### config.mk
export PLATFORM = sky130hd
export DESIGN_NAME = rom_load_sequencer_flat
export DESIGN_NICKNAME = d
export VERILOG_FILES = /design/src/rtl/rom_load_sequencer_if.sv /design/src/rtl/rom_load_sequencer.sv /design/src/flat_wrapper.sv
export SDC_FILE = /design/constraint.sdc
export NUM_CORES = 1
export LEC_CHECK = 0
export CORE_AREA = 2 2 106 128
export CTS_CLUSTER_SIZE = 28
export DETAILED_ROUTE_END_ITERATION = 8
export DIE_AREA = 0 0 108 130
export GPL_TIMING_DRIVEN = 0
export HOLD_SLACK_MARGIN = 0.12
export REMOVE_ABC_BUFFERS = 1
export SLEW_MARGIN = 20
export SYNTH_ARGS = -nofsm -noshare
export SYNTH_HDL_FRONTEND = slang
export SYNTH_SLANG_ARGS = --single-unit
### constraint.sdc
create_clock -name clk_sys -period 2.9 [get_ports clk_sys]
set_input_delay 0.87 -clock clk_sys [delete_from_list [all_inputs] [get_ports clk_sys]]
set_output_delay 0.87 -clock clk_sys [all_outputs]
set_load 0.005 [all_outputs]
### src/rtl/rom_load_sequencer_if.sv
// ============================================================================
// Module      : rom_load_sequencer_if
// Description : HPS ioctl download bus and the decoded per-ROM write bus.
// Revision    : 1.0 - initial release
// ============================================================================
`default_nettype none

interface rom_load_sequencer_if;
    logic        ioctl_download;
    logic        ioctl_wr;
    logic [16:0] ioctl_addr;
    logic [7:0]  ioctl_data;
    logic [16:0] dn_addr;
    logic [7:0]  dn_data;
    logic        dn_wr_prog;
    logic        dn_wr_char;
    logic        dn_wr_sync;

    modport master (
        output ioctl_download, ioctl_wr, ioctl_addr, ioctl_data,
        input  dn_addr, dn_data, dn_wr_prog, dn_wr_char, dn_wr_sync
    );

    modport slave (
        input  ioctl_download, ioctl_wr, ioctl_addr, ioctl_data,
        output dn_addr, dn_data, dn_wr_prog, dn_wr_char, dn_wr_sync
    );
endinterface

`default_nettype wire

### src/rtl/rom_load_sequencer.sv
// ============================================================================
// Module      : rom_load_sequencer
// Description : Decodes HPS ROM download writes into per-ROM strobes and holds
//               the game core in reset during and after a download.
//               Optional DL_CHECKSUM_EN adds a per-download byte checksum.
// Revision    : 1.0 - initial release
// ============================================================================
`default_nettype none

module rom_load_sequencer #(
    parameter int unsigned PROG_SIZE   = 4096,
    parameter int unsigned CHAR_SIZE   = 512,
    parameter int unsigned SYNC_SIZE   = 256,
    parameter int unsigned HOLD_CYCLES = 1024
) (
    input  wire                         clk_sys,
    input  wire                         reset,
    input  wire                         user_reset,
    rom_load_sequencer_if.slave         io,
    output logic                        core_reset_n,
    output logic                        loaded,
`ifdef DL_CHECKSUM_EN
    output logic [7:0]                  dl_sum,
    output logic                        sum_valid,
`endif
    output logic                        overflow
);

    localparam int unsigned c_hold_w = $clog2(HOLD_CYCLES + 1);
    localparam logic [c_hold_w-1:0] c_hold_init = c_hold_w'(HOLD_CYCLES);
    localparam logic [17:0] c_prog_end = 18'(PROG_SIZE);
    localparam logic [17:0] c_char_end = 18'(PROG_SIZE + CHAR_SIZE);
    localparam logic [17:0] c_sync_end = 18'(PROG_SIZE + CHAR_SIZE + SYNC_SIZE);

    localparam logic [1:0] c_st_run  = 2'd0;
    localparam logic [1:0] c_st_load = 2'd1;
    localparam logic [1:0] c_st_hold = 2'd2;

    logic [1:0]          state_q, state_d;
    logic [c_hold_w-1:0] hold_cnt_q, hold_cnt_d;
    logic                core_reset_n_q, core_reset_n_d;
    logic [16:0]         dn_addr_q, dn_addr_d;
    logic [7:0]          dn_data_q, dn_data_d;
    logic                dn_wr_prog_q, dn_wr_prog_d;
    logic                dn_wr_char_q, dn_wr_char_d;
    logic                dn_wr_sync_q, dn_wr_sync_d;
    logic [16:0]         byte_cnt_q, byte_cnt_d;
    logic                loaded_q, loaded_d;
    logic                overflow_q, overflow_d;
`ifdef DL_CHECKSUM_EN
    logic [7:0]          dl_sum_q, dl_sum_d;
    logic                sum_valid_q, sum_valid_d;
`endif

    logic [17:0]         w_addr;
    logic                w_wr_act;
    logic                w_entry;
    logic                w_exit;
    logic                w_in_range;

    // ---------------- FSM: state register ----------------
    always_ff @(posedge clk_sys or posedge reset) begin
        if (reset) begin
            state_q        <= c_st_hold;
            hold_cnt_q     <= c_hold_init;
            core_reset_n_q <= 1'b0;
        end else begin
            state_q        <= state_d;
            hold_cnt_q     <= hold_cnt_d;
            core_reset_n_q <= core_reset_n_d;
        end
    end

    // ---------------- FSM: next state ----------------
    // Download takes priority over user reset in both RUN and HOLD.
    always_comb begin
        state_d    = state_q;
        hold_cnt_d = hold_cnt_q;
        case (state_q)
            c_st_run: begin
                if (io.ioctl_download) begin
                    state_d = c_st_load;
                end else if (user_reset) begin
                    state_d    = c_st_hold;
                    hold_cnt_d = c_hold_init;
                end
            end
            c_st_load: begin
                if (!io.ioctl_download) begin
                    state_d    = c_st_hold;
                    hold_cnt_d = c_hold_init;
                end
            end
            c_st_hold: begin
                if (io.ioctl_download) begin
                    state_d = c_st_load;
                end else if (user_reset) begin
                    hold_cnt_d = c_hold_init;
                end else begin
                    hold_cnt_d = hold_cnt_q - c_hold_w'(1);
                    if (hold_cnt_q == c_hold_w'(1)) begin
                        state_d = c_st_run;
                    end
                end
            end
            default: begin
                state_d    = c_st_hold;
                hold_cnt_d = c_hold_init;
            end
        endcase
    end

    // ---------------- FSM: outputs ----------------
    always_comb begin
        core_reset_n_d = (state_d == c_st_run);
    end

    // ---------------- Download decode ----------------
    assign w_addr   = {1'b0, io.ioctl_addr};
    assign w_wr_act = (state_q == c_st_load) && io.ioctl_wr;
    assign w_entry  = (state_q != c_st_load) && (state_d == c_st_load);
    assign w_exit   = (state_q == c_st_load) && (state_d != c_st_load);

    always_comb begin
        dn_addr_d    = dn_addr_q;
        dn_data_d    = dn_data_q;
        dn_wr_prog_d = 1'b0;
        dn_wr_char_d = 1'b0;
        dn_wr_sync_d = 1'b0;
        byte_cnt_d   = byte_cnt_q;
        loaded_d     = loaded_q;
        overflow_d   = overflow_q;
        w_in_range   = 1'b0;
`ifdef DL_CHECKSUM_EN
        dl_sum_d     = dl_sum_q;
        sum_valid_d  = sum_valid_q;
`endif
        if (w_entry) begin
            byte_cnt_d  = '0;
            loaded_d    = 1'b0;
            overflow_d  = 1'b0;
`ifdef DL_CHECKSUM_EN
            dl_sum_d    = '0;
            sum_valid_d = 1'b0;
`endif
        end
        if (w_wr_act) begin
            if (w_addr < c_prog_end) begin
                dn_wr_prog_d = 1'b1;
                dn_addr_d    = io.ioctl_addr;
                w_in_range   = 1'b1;
            end else if (w_addr < c_char_end) begin
                dn_wr_char_d = 1'b1;
                dn_addr_d    = 17'(w_addr - c_prog_end);
                w_in_range   = 1'b1;
            end else if (w_addr < c_sync_end) begin
                dn_wr_sync_d = 1'b1;
                dn_addr_d    = 17'(w_addr - c_char_end);
                w_in_range   = 1'b1;
            end else begin
                overflow_d   = 1'b1;
            end
            if (w_in_range) begin
                dn_data_d = io.ioctl_data;
                if (byte_cnt_q != '1) begin
                    byte_cnt_d = byte_cnt_q + 17'd1;
                end
`ifdef DL_CHECKSUM_EN
                dl_sum_d = dl_sum_q + io.ioctl_data;
`endif
            end
        end
        // Completeness uses the count before any write on the falling edge.
        if (w_exit) begin
            loaded_d = ({1'b0, byte_cnt_q} >= c_sync_end);
`ifdef DL_CHECKSUM_EN
            sum_valid_d = 1'b1;
`endif
        end
    end

    always_ff @(posedge clk_sys or posedge reset) begin
        if (reset) begin
            dn_addr_q    <= '0;
            dn_data_q    <= '0;
            dn_wr_prog_q <= 1'b0;
            dn_wr_char_q <= 1'b0;
            dn_wr_sync_q <= 1'b0;
            byte_cnt_q   <= '0;
            loaded_q     <= 1'b0;
            overflow_q   <= 1'b0;
`ifdef DL_CHECKSUM_EN
            dl_sum_q     <= '0;
            sum_valid_q  <= 1'b0;
`endif
        end else begin
            dn_addr_q    <= dn_addr_d;
            dn_data_q    <= dn_data_d;
            dn_wr_prog_q <= dn_wr_prog_d;
            dn_wr_char_q <= dn_wr_char_d;
            dn_wr_sync_q <= dn_wr_sync_d;
            byte_cnt_q   <= byte_cnt_d;
            loaded_q     <= loaded_d;
            overflow_q   <= overflow_d;
`ifdef DL_CHECKSUM_EN
            dl_sum_q     <= dl_sum_d;
            sum_valid_q  <= sum_valid_d;
`endif
        end
    end

    assign io.dn_addr    = dn_addr_q;
    assign io.dn_data    = dn_data_q;
    assign io.dn_wr_prog = dn_wr_prog_q;
    assign io.dn_wr_char = dn_wr_char_q;
    assign io.dn_wr_sync = dn_wr_sync_q;
    assign core_reset_n  = core_reset_n_q;
    assign loaded        = loaded_q;
    assign overflow      = overflow_q;
`ifdef DL_CHECKSUM_EN
    assign dl_sum        = dl_sum_q;
    assign sum_valid     = sum_valid_q;
`endif

endmodule

`default_nettype wire

### src/flat_wrapper.sv
// flat-port wrapper written by rule: the top's interface ports become plain ports
module rom_load_sequencer_flat 
#(
    parameter int unsigned PROG_SIZE   = 4096,
    parameter int unsigned CHAR_SIZE   = 512,
    parameter int unsigned SYNC_SIZE   = 256,
    parameter int unsigned HOLD_CYCLES = 1024
)
  (clk_sys, reset, user_reset, core_reset_n, loaded, overflow, io_ioctl_download, io_ioctl_wr, io_ioctl_addr, io_ioctl_data, io_dn_addr, io_dn_data, io_dn_wr_prog, io_dn_wr_char, io_dn_wr_sync);
  rom_load_sequencer_if io_i ();
  input  wire clk_sys;
  input  wire reset;
  input  wire user_reset;
  output logic core_reset_n;
  output logic loaded;
  output logic overflow;
  input wire logic [$bits(io_i.ioctl_download)-1:0] io_ioctl_download;
  input wire logic [$bits(io_i.ioctl_wr)-1:0] io_ioctl_wr;
  input wire logic [$bits(io_i.ioctl_addr)-1:0] io_ioctl_addr;
  input wire logic [$bits(io_i.ioctl_data)-1:0] io_ioctl_data;
  output wire logic [$bits(io_i.dn_addr)-1:0] io_dn_addr;
  output wire logic [$bits(io_i.dn_data)-1:0] io_dn_data;
  output wire logic [$bits(io_i.dn_wr_prog)-1:0] io_dn_wr_prog;
  output wire logic [$bits(io_i.dn_wr_char)-1:0] io_dn_wr_char;
  output wire logic [$bits(io_i.dn_wr_sync)-1:0] io_dn_wr_sync;
  assign io_i.ioctl_download = io_ioctl_download;
  assign io_i.ioctl_wr = io_ioctl_wr;
  assign io_i.ioctl_addr = io_ioctl_addr;
  assign io_i.ioctl_data = io_ioctl_data;
  assign io_dn_addr = io_i.dn_addr;
  assign io_dn_data = io_i.dn_data;
  assign io_dn_wr_prog = io_i.dn_wr_prog;
  assign io_dn_wr_char = io_i.dn_wr_char;
  assign io_dn_wr_sync = io_i.dn_wr_sync;
  rom_load_sequencer #(.PROG_SIZE(PROG_SIZE), .CHAR_SIZE(CHAR_SIZE), .SYNC_SIZE(SYNC_SIZE), .HOLD_CYCLES(HOLD_CYCLES)) u_core (.clk_sys(clk_sys), .reset(reset), .user_reset(user_reset), .io(io_i), .core_reset_n(core_reset_n), .loaded(loaded), .overflow(overflow));
endmodule
* After elaboration in Yosys (flattened, before gate mapping)
Index checks and enable logic that the tools add are counted.
Operators by class: add/sub/neg operators 4, $lt $le $gt $ge 4, eq/ne operators 11, mux-type cells 39, reduce and logical (&&, ||, !) cells 10
Operator list (count):
- 17-bit 2-to-1 mux | 7
- 11-bit 2-to-1 mux | 5
- 17-bit by 13-bit < comparator with 1-bit output, second input constant | 3
- 17-bit by 13-bit subtractor with 17-bit output, second input constant | 2
- 11-bit case mux with 3 select lines | 1
- 1-bit 2-to-1 mux | 19
- 17-bit by 1-bit adder with 17-bit output, second input constant | 1
- 17-bit by 13-bit greater-or-equal comparator with 1-bit output, second input constant | 1
- 17-bit != test, second input constant | 1
- 2-bit 2-to-1 mux | 6
- 11-bit by 1-bit equality test with 1-bit output, second input constant | 1
- 11-bit by 1-bit subtractor with 11-bit output, second input constant | 1
- 2-bit != test, second input constant | 4
- 2-bit case mux with 3 select lines | 1
- 2-bit by 1-bit equality test with 1-bit output, second input constant | 2
- 2-bit zero test | 2
- 2-bit by 1-bit != test with 1-bit output, second input constant | 2
- 2-bit AND reduction | 2
- 4-bit AND reduction | 1
- 1-bit logical AND | 3
- 3-bit nonzero test | 1
- 2-bit equality test, second input constant | 1
- 2-bit nonzero test | 1
Storage, ports and cells: flip-flop bits (word level) 61, input bits 30, output and inout port bits 31, logic and storage cells 79

* Logic depth before layout (Yosys ltp)
depth after elaboration 12, depth in mapped cells 8, gate-level depth less buffers 8

* Worst setup path before layout
Ideal clock, no wire load.
path kind register to register, start point register u_core.byte_cnt_q[0], end point register u_core.byte_cnt_q[0], data arrival time 2311 ps, slack 522 ps, cell stages (with the launch flop) 9, buffers on the path 0, cells stage by stage dfrtp_1 > ha_1 > nand3_1 > nor4_1 > and3_1 > ha_1 > clkinv_1 > a21oi_1 > mux2_2
Between the ends: cells in the longest elaborated chain, start to end 4, elaborated cells on any way between the ends 6, classes of those cells add/sub: 1; eq/ne: 1; mux: 4
RTL lines:
- start, declared | RTL line rom_load_sequencer.sv:47 | logic [16:0] byte_cnt_q, byte_cnt_d;
- start signal, assigned | RTL line rom_load_sequencer.sv:202 | byte_cnt_q <= byte_cnt_d;
- 17-bit by 1-bit adder with 17-bit output, or another cell as far along | RTL line rom_load_sequencer.sv:166 | byte_cnt_d = byte_cnt_q + 17'd1;
- 17-bit 2-to-1 mux | RTL line rom_load_sequencer.sv:165 | if (byte_cnt_q != '1) begin
- 17-bit 2-to-1 mux | RTL line rom_load_sequencer.sv:163 | if (w_in_range) begin
- 17-bit 2-to-1 mux * | RTL line rom_load_sequencer.sv:147 | if (w_wr_act) begin
- via u_core.byte_cnt_d[0] | RTL line rom_load_sequencer.sv:47
The timed path passes the listed nets; every way through them passes the cells marked *. A chain may end at the register's enable or synchronous reset.

* Final worst setup path
start point input io_ioctl_addr[9], end point register u_core.byte_cnt_q[13]
Between the ends: cells in the longest elaborated chain, start to end 7, elaborated cells on any way between the ends 9, classes of those cells order compare: 3; mux: 6
RTL lines:
- start, declared | RTL line flat_wrapper.sv:19 | input wire logic [$bits(io_i.ioctl_addr)-1:0] io_ioctl_addr;
- 17-bit by 13-bit < comparator with 1-bit output | RTL line rom_load_sequencer.sv:156 | end else if (w_addr < c_sync_end) begin
- 1-bit 2-to-1 mux | RTL line rom_load_sequencer.sv:156
- 1-bit 2-to-1 mux | RTL line rom_load_sequencer.sv:152 | end else if (w_addr < c_char_end) begin
- 1-bit 2-to-1 mux * | RTL line rom_load_sequencer.sv:148 | if (w_addr < c_prog_end) begin
- 1-bit 2-to-1 mux * | RTL line rom_load_sequencer.sv:147
- 17-bit 2-to-1 mux * | RTL line rom_load_sequencer.sv:163
- 17-bit 2-to-1 mux * | RTL line rom_load_sequencer.sv:147
- via u_core.byte_cnt_d[13] | RTL line rom_load_sequencer.sv:47
The timed path passes the listed nets; every way through them passes the cells marked *. The select of a mux whose other input is x is not followed.

==> Implementation_results.wiki <==
{| class="wikitable"
! Metric !! Value
|-
| Clock latency on the worst-skew pair || 330 ps
|-
| Post-synthesis register bit count || 61
|-
| Total iterations of the first detailed-routing run || 4
|-
| Average wire per standard cell || 13.8 um
|-
| Max VDD drop || 336 uV
|-
| Synth Area in Simple Gates || 24.6%
|-
| Overall Power || 0.00262 W
|-
| Number of instances in the synthesized netlist || 331
|-
| Maximum clock rate || 0.351 GHz
|-
| Detailed placer's ending HPWL || 5.34 mm
|-
| Post-DR vias/cell || 4.72
|-
| Critical path capture point type || flip-flop
|-
| Min Clock Period, post-route || 2850 ps
|-
| Clock tree from TritonCTS || built
|-
| End point of the critical path || u_core.byte_cnt_q[13]
|-
| Share of the yosys chip area belonging to registers || 48.5%
|-
| Largest family of logic cells by synthesized area || simple AND/OR/NAND/NOR gates
|-
| Ratio of total power to cell area || 596 nW/um^2
|-
| Summed negative setup slack over all endpoints || 0 ps
|-
| Clock transition at the registers of the reported paths || 50 ps
|-
| Number of enable-type register cells in the synthesized netlist || 0
|-
| Die Height || 130 um
|-
| Mapped Avg Cell Area || 9.52 sq um
|-
| Status || complete, no violations
|-
| Number of placed I/O pins || 61
|-
| Total routing resource utilization after global routing || 11.4%
|-
| Unrepaired setup endpoints after global routing || false
|-
| Clock net sink count || 61
|-
| Cell row count || 46
|-
| Final Instance Area || 4390 sq um
|-
| Final setup vio count || 0
|-
| Global-route wire length before repair || 12.6 mm
|-
| Total count of hold-check failures in the final report || 0
|-
| Yosys synthesis warning count || 0
|-
| Finished Core Util || 33.9%
|-
| Critical setup path kind || input pin to flip-flop
|-
| Distinct cell type count after synthesis || 55
|-
| TritonCTS buffer count || 9
|-
| Post-CTS Hold Buffers || 0
|-
| R2r worst-path depth || 8
|-
| Leak pwr || 1.94 nW
|-
| Most repeated cell in the gate-level netlist after synthesis || nand2_1
|-
| Core Footprint || 12900 sq um
|-
| Deepest level of the CTS H-tree || 3
|-
| Max FO, Critical Path || 19
|-
| Layout cell share with drive strength beyond 1 || 12.9%
|-
| Clock tree skew after final layout || 4.93 ps
|-
| Hold Crit Depth || 2
|-
| Required time at the endpoint of the critical path || 3170 ps
|-
| Vias in the first global route || 2617
|-
| Count of port buffers added during placement || 60
|-
| DRC marker count from the first detailed-route iteration || 164
|-
| Number of violations of the max-capacitance limit || 0
|-
| Reg2reg end || u_core.byte_cnt_q[0]
|-
| Share of the synthesized area in the top cell type || 46.9%
|-
| Biggest area contributors in the synthesized netlist || dfrtp_1 (47%), nand2_1 (8.1%), ha_1 (4.4%)
|-
| Global-route congestion overflow total || 0
|-
| Initial core utilization || 24.3%
|-
| Compound-cell area share of the yosys netlist || 15.1%
|-
| Post-detailed-routing wire length || 7.87 mm
|-
| # fillers || 1304
|-
| Synthesized-area fraction occupied by xor and xnor cells || 1.95%
|-
| Root Buffer || clkbuf_16
|-
| Critical path launch point || io_ioctl_addr[9]
|-
| Share of flip-flops with an asynchronous set or reset || 100%
|-
| Number of antenna violations at the first check in global routing || 0
|-
| Final RePlAce weighted congestion || 0.789
|-
| Biggest area consumer among synthesized cells || dfrtp_1
|-
| Top flip-flop cell by instance count after synthesis || dfrtp_1
|-
| Die outline area || 14000 sq um
|-
| Synth-to-Final Area Change || 39.2%
|-
| Multiplexer share of the synthesized area || 1.03%
|-
| Leading cell types by count after synthesis || nand2_1 (68), dfrtp_1 (59), inv_1 (18), nand3_1 (15), o21ai_0 (15)
|-
| Hold Crit Start || u_core.io.dn_addr[11]
|-
| Maximum number of pins on one net before global-route repair || 58
|-
| Synth Area in Adders || 4.37%
|-
| Worst hold slack || 463 ps
|-
| X dimension of the die || 108 um
|-
| Drt drc || 0
|-
| Residual antenna-violating net count after detailed routing || 0
|-
| Number of pins with negative max-slew slack in the final report || 0
|-
| Worst slew margin || 57.2%
|-
| Deepest clock path buffer count || 2
|-
| Share of the cycle needed by the critical path after routing || 98.3%
|-
| Slew of the pin with the lowest slew margin || 626 ps
|-
| R2R Setup Slk || 250 ps
|-
| Launching element type of the critical path || input pin
|-
| Total vias in the final route || 2702
|-
| Worst path arrival time || 3120 ps
|-
| Instance area after placement || 3970 sq um
|-
| Reg-to-Reg Start || u_core.byte_cnt_q[0]
|-
| Class of the worst hold path || flip-flop to flip-flop
|-
| Total number of nets in the final design || 440
|-
| Area of the mapped netlist || 3150 sq um
|-
| Count of antenna diodes in the layout || 0
|}
flip-flops by register name (all words and copies together) (netlist names):
signal	flops
u_core.io.dn_wr_prog	1
u_core.io.dn_wr_sync	1
u_core.core_reset_n	1
u_core.io.dn_data	8
u_core.io.dn_wr_char	1
u_core.byte_cnt_q	17
u_core.io.dn_addr	17
u_core.loaded	1
u_core.overflow	1
u_core.hold_cnt_q	11
u_core.state_q	2
worst max-delay path, stage by stage:
cell             delay, ps
clkdlybuf4s50_1        480
ha_2                   240
a211oi_4               310
o311ai_4               120
buf_6                  190
buf_8                  160
or4b_2                 640
nand3_1                110
kinds of logic (layout without fill, tap and decap cells):
| family | Yosys count | count (layout) |
|---|---|---|
| simple gates | 148 | 148 |
| compound gates | 70 | 70 |
| flops | 61 | 61 |
| buf+inv | 31 | 104 |
| fa+ha+maj | 11 | 11 |
| xor+xnor | 7 | 7 |
| mux | 3 | 3 |
timing repair:
item	in CTS	in global routing
buffers inserted	1	3
pin swaps	1	2
cloned	1	0
resized for setup	11	4
setup endpoints to repair	38	14
layer usage:
layer / vias up / routed length [um] / track usage [%]
met5: - / 0 / 0
met4: 0 / 134 / 5.35
met3: 11 / 239 / 2.35
met2: 37 / 4060 / 19.3
met1: 1323 / 3440 / 14.0
li1: 1331 / - / -
report_power, final:
part | switching [W] | leakage, nW | total, W | internal (W)
Sequential | 0.0000854 | 0.828 | 0.00104 | 0.000959
Combinational | 0.000223 | 0.953 | 0.000468 | 0.000245
Clock | 0.000374 | 0.158 | 0.00110 | 0.000730
Total | 0.000682 | 1.94 | 0.00262 | 0.00193
cells in the final DEF (no fill, tap or decap), types with 3 or more instances in the layout:
| cell type | count |
|---|---|
| nand2_1 | 68 |
| clkdlybuf4s50_1 | 59 |
| dfrtp_1 | 59 |
| inv_1 | 17 |
| o21ai_0 | 15 |
| nand3_1 | 15 |
| a21oi_1 | 10 |
| nor2_1 | 9 |
| clkbuf_16 | 9 |
| a211oi_1 | 8 |
| ha_1 | 8 |
| nor4_1 | 7 |
| or3_1 | 7 |
| o31ai_1 | 6 |
| or4_1 | 6 |
| a21o_1 | 6 |
| nand2b_1 | 5 |
| o211ai_1 | 5 |
| xnor2_1 | 5 |
| nand4_1 | 4 |
| clkinv_2 | 4 |
| a22o_1 | 4 |
| and3_1 | 4 |
| buf_4 | 4 |
| nor3_1 | 3 |
| clkbuf_8 | 3 |
worst min-delay path by stage:
stage | to | slack, ps
3_3_place_gp | u_core.io.dn_addr[5] | 460
6_report | u_core.io.dn_addr[11] | 460
4_1_cts | u_core.io.dn_addr[11] | 470
3_5_place_dp | u_core.io.dn_addr[11] | 460
5_1_grt | u_core.io.dn_data[7] | 490
2_1_floorplan | u_core.io.dn_addr[11] | 460
through the flow:
step           std cells  setup slack, ps
2_1_floorplan        320            -1500
3_3_place_gp         548            -4010
3_5_place_dp         551            -1390
4_1_cts              569             29.8
5_1_grt              572             6.81
6_report             572             48.1
final cells by class:
class / count / area (sq um) / share of cell area (%)
tap: 168 / 210 / 4.79
clock buffer: 12 / 267 / 6.08
inverter: 20 / 81.3 / 1.85
clock inverter: 4 / 45.0 / 1.03
timing repair buffer: 68 / 688 / 15.7
sequential: 61 / 1530 / 34.9
multi-input combinational: 239 / 1570 / 35.7
Power figures use the tool's default switching activity.
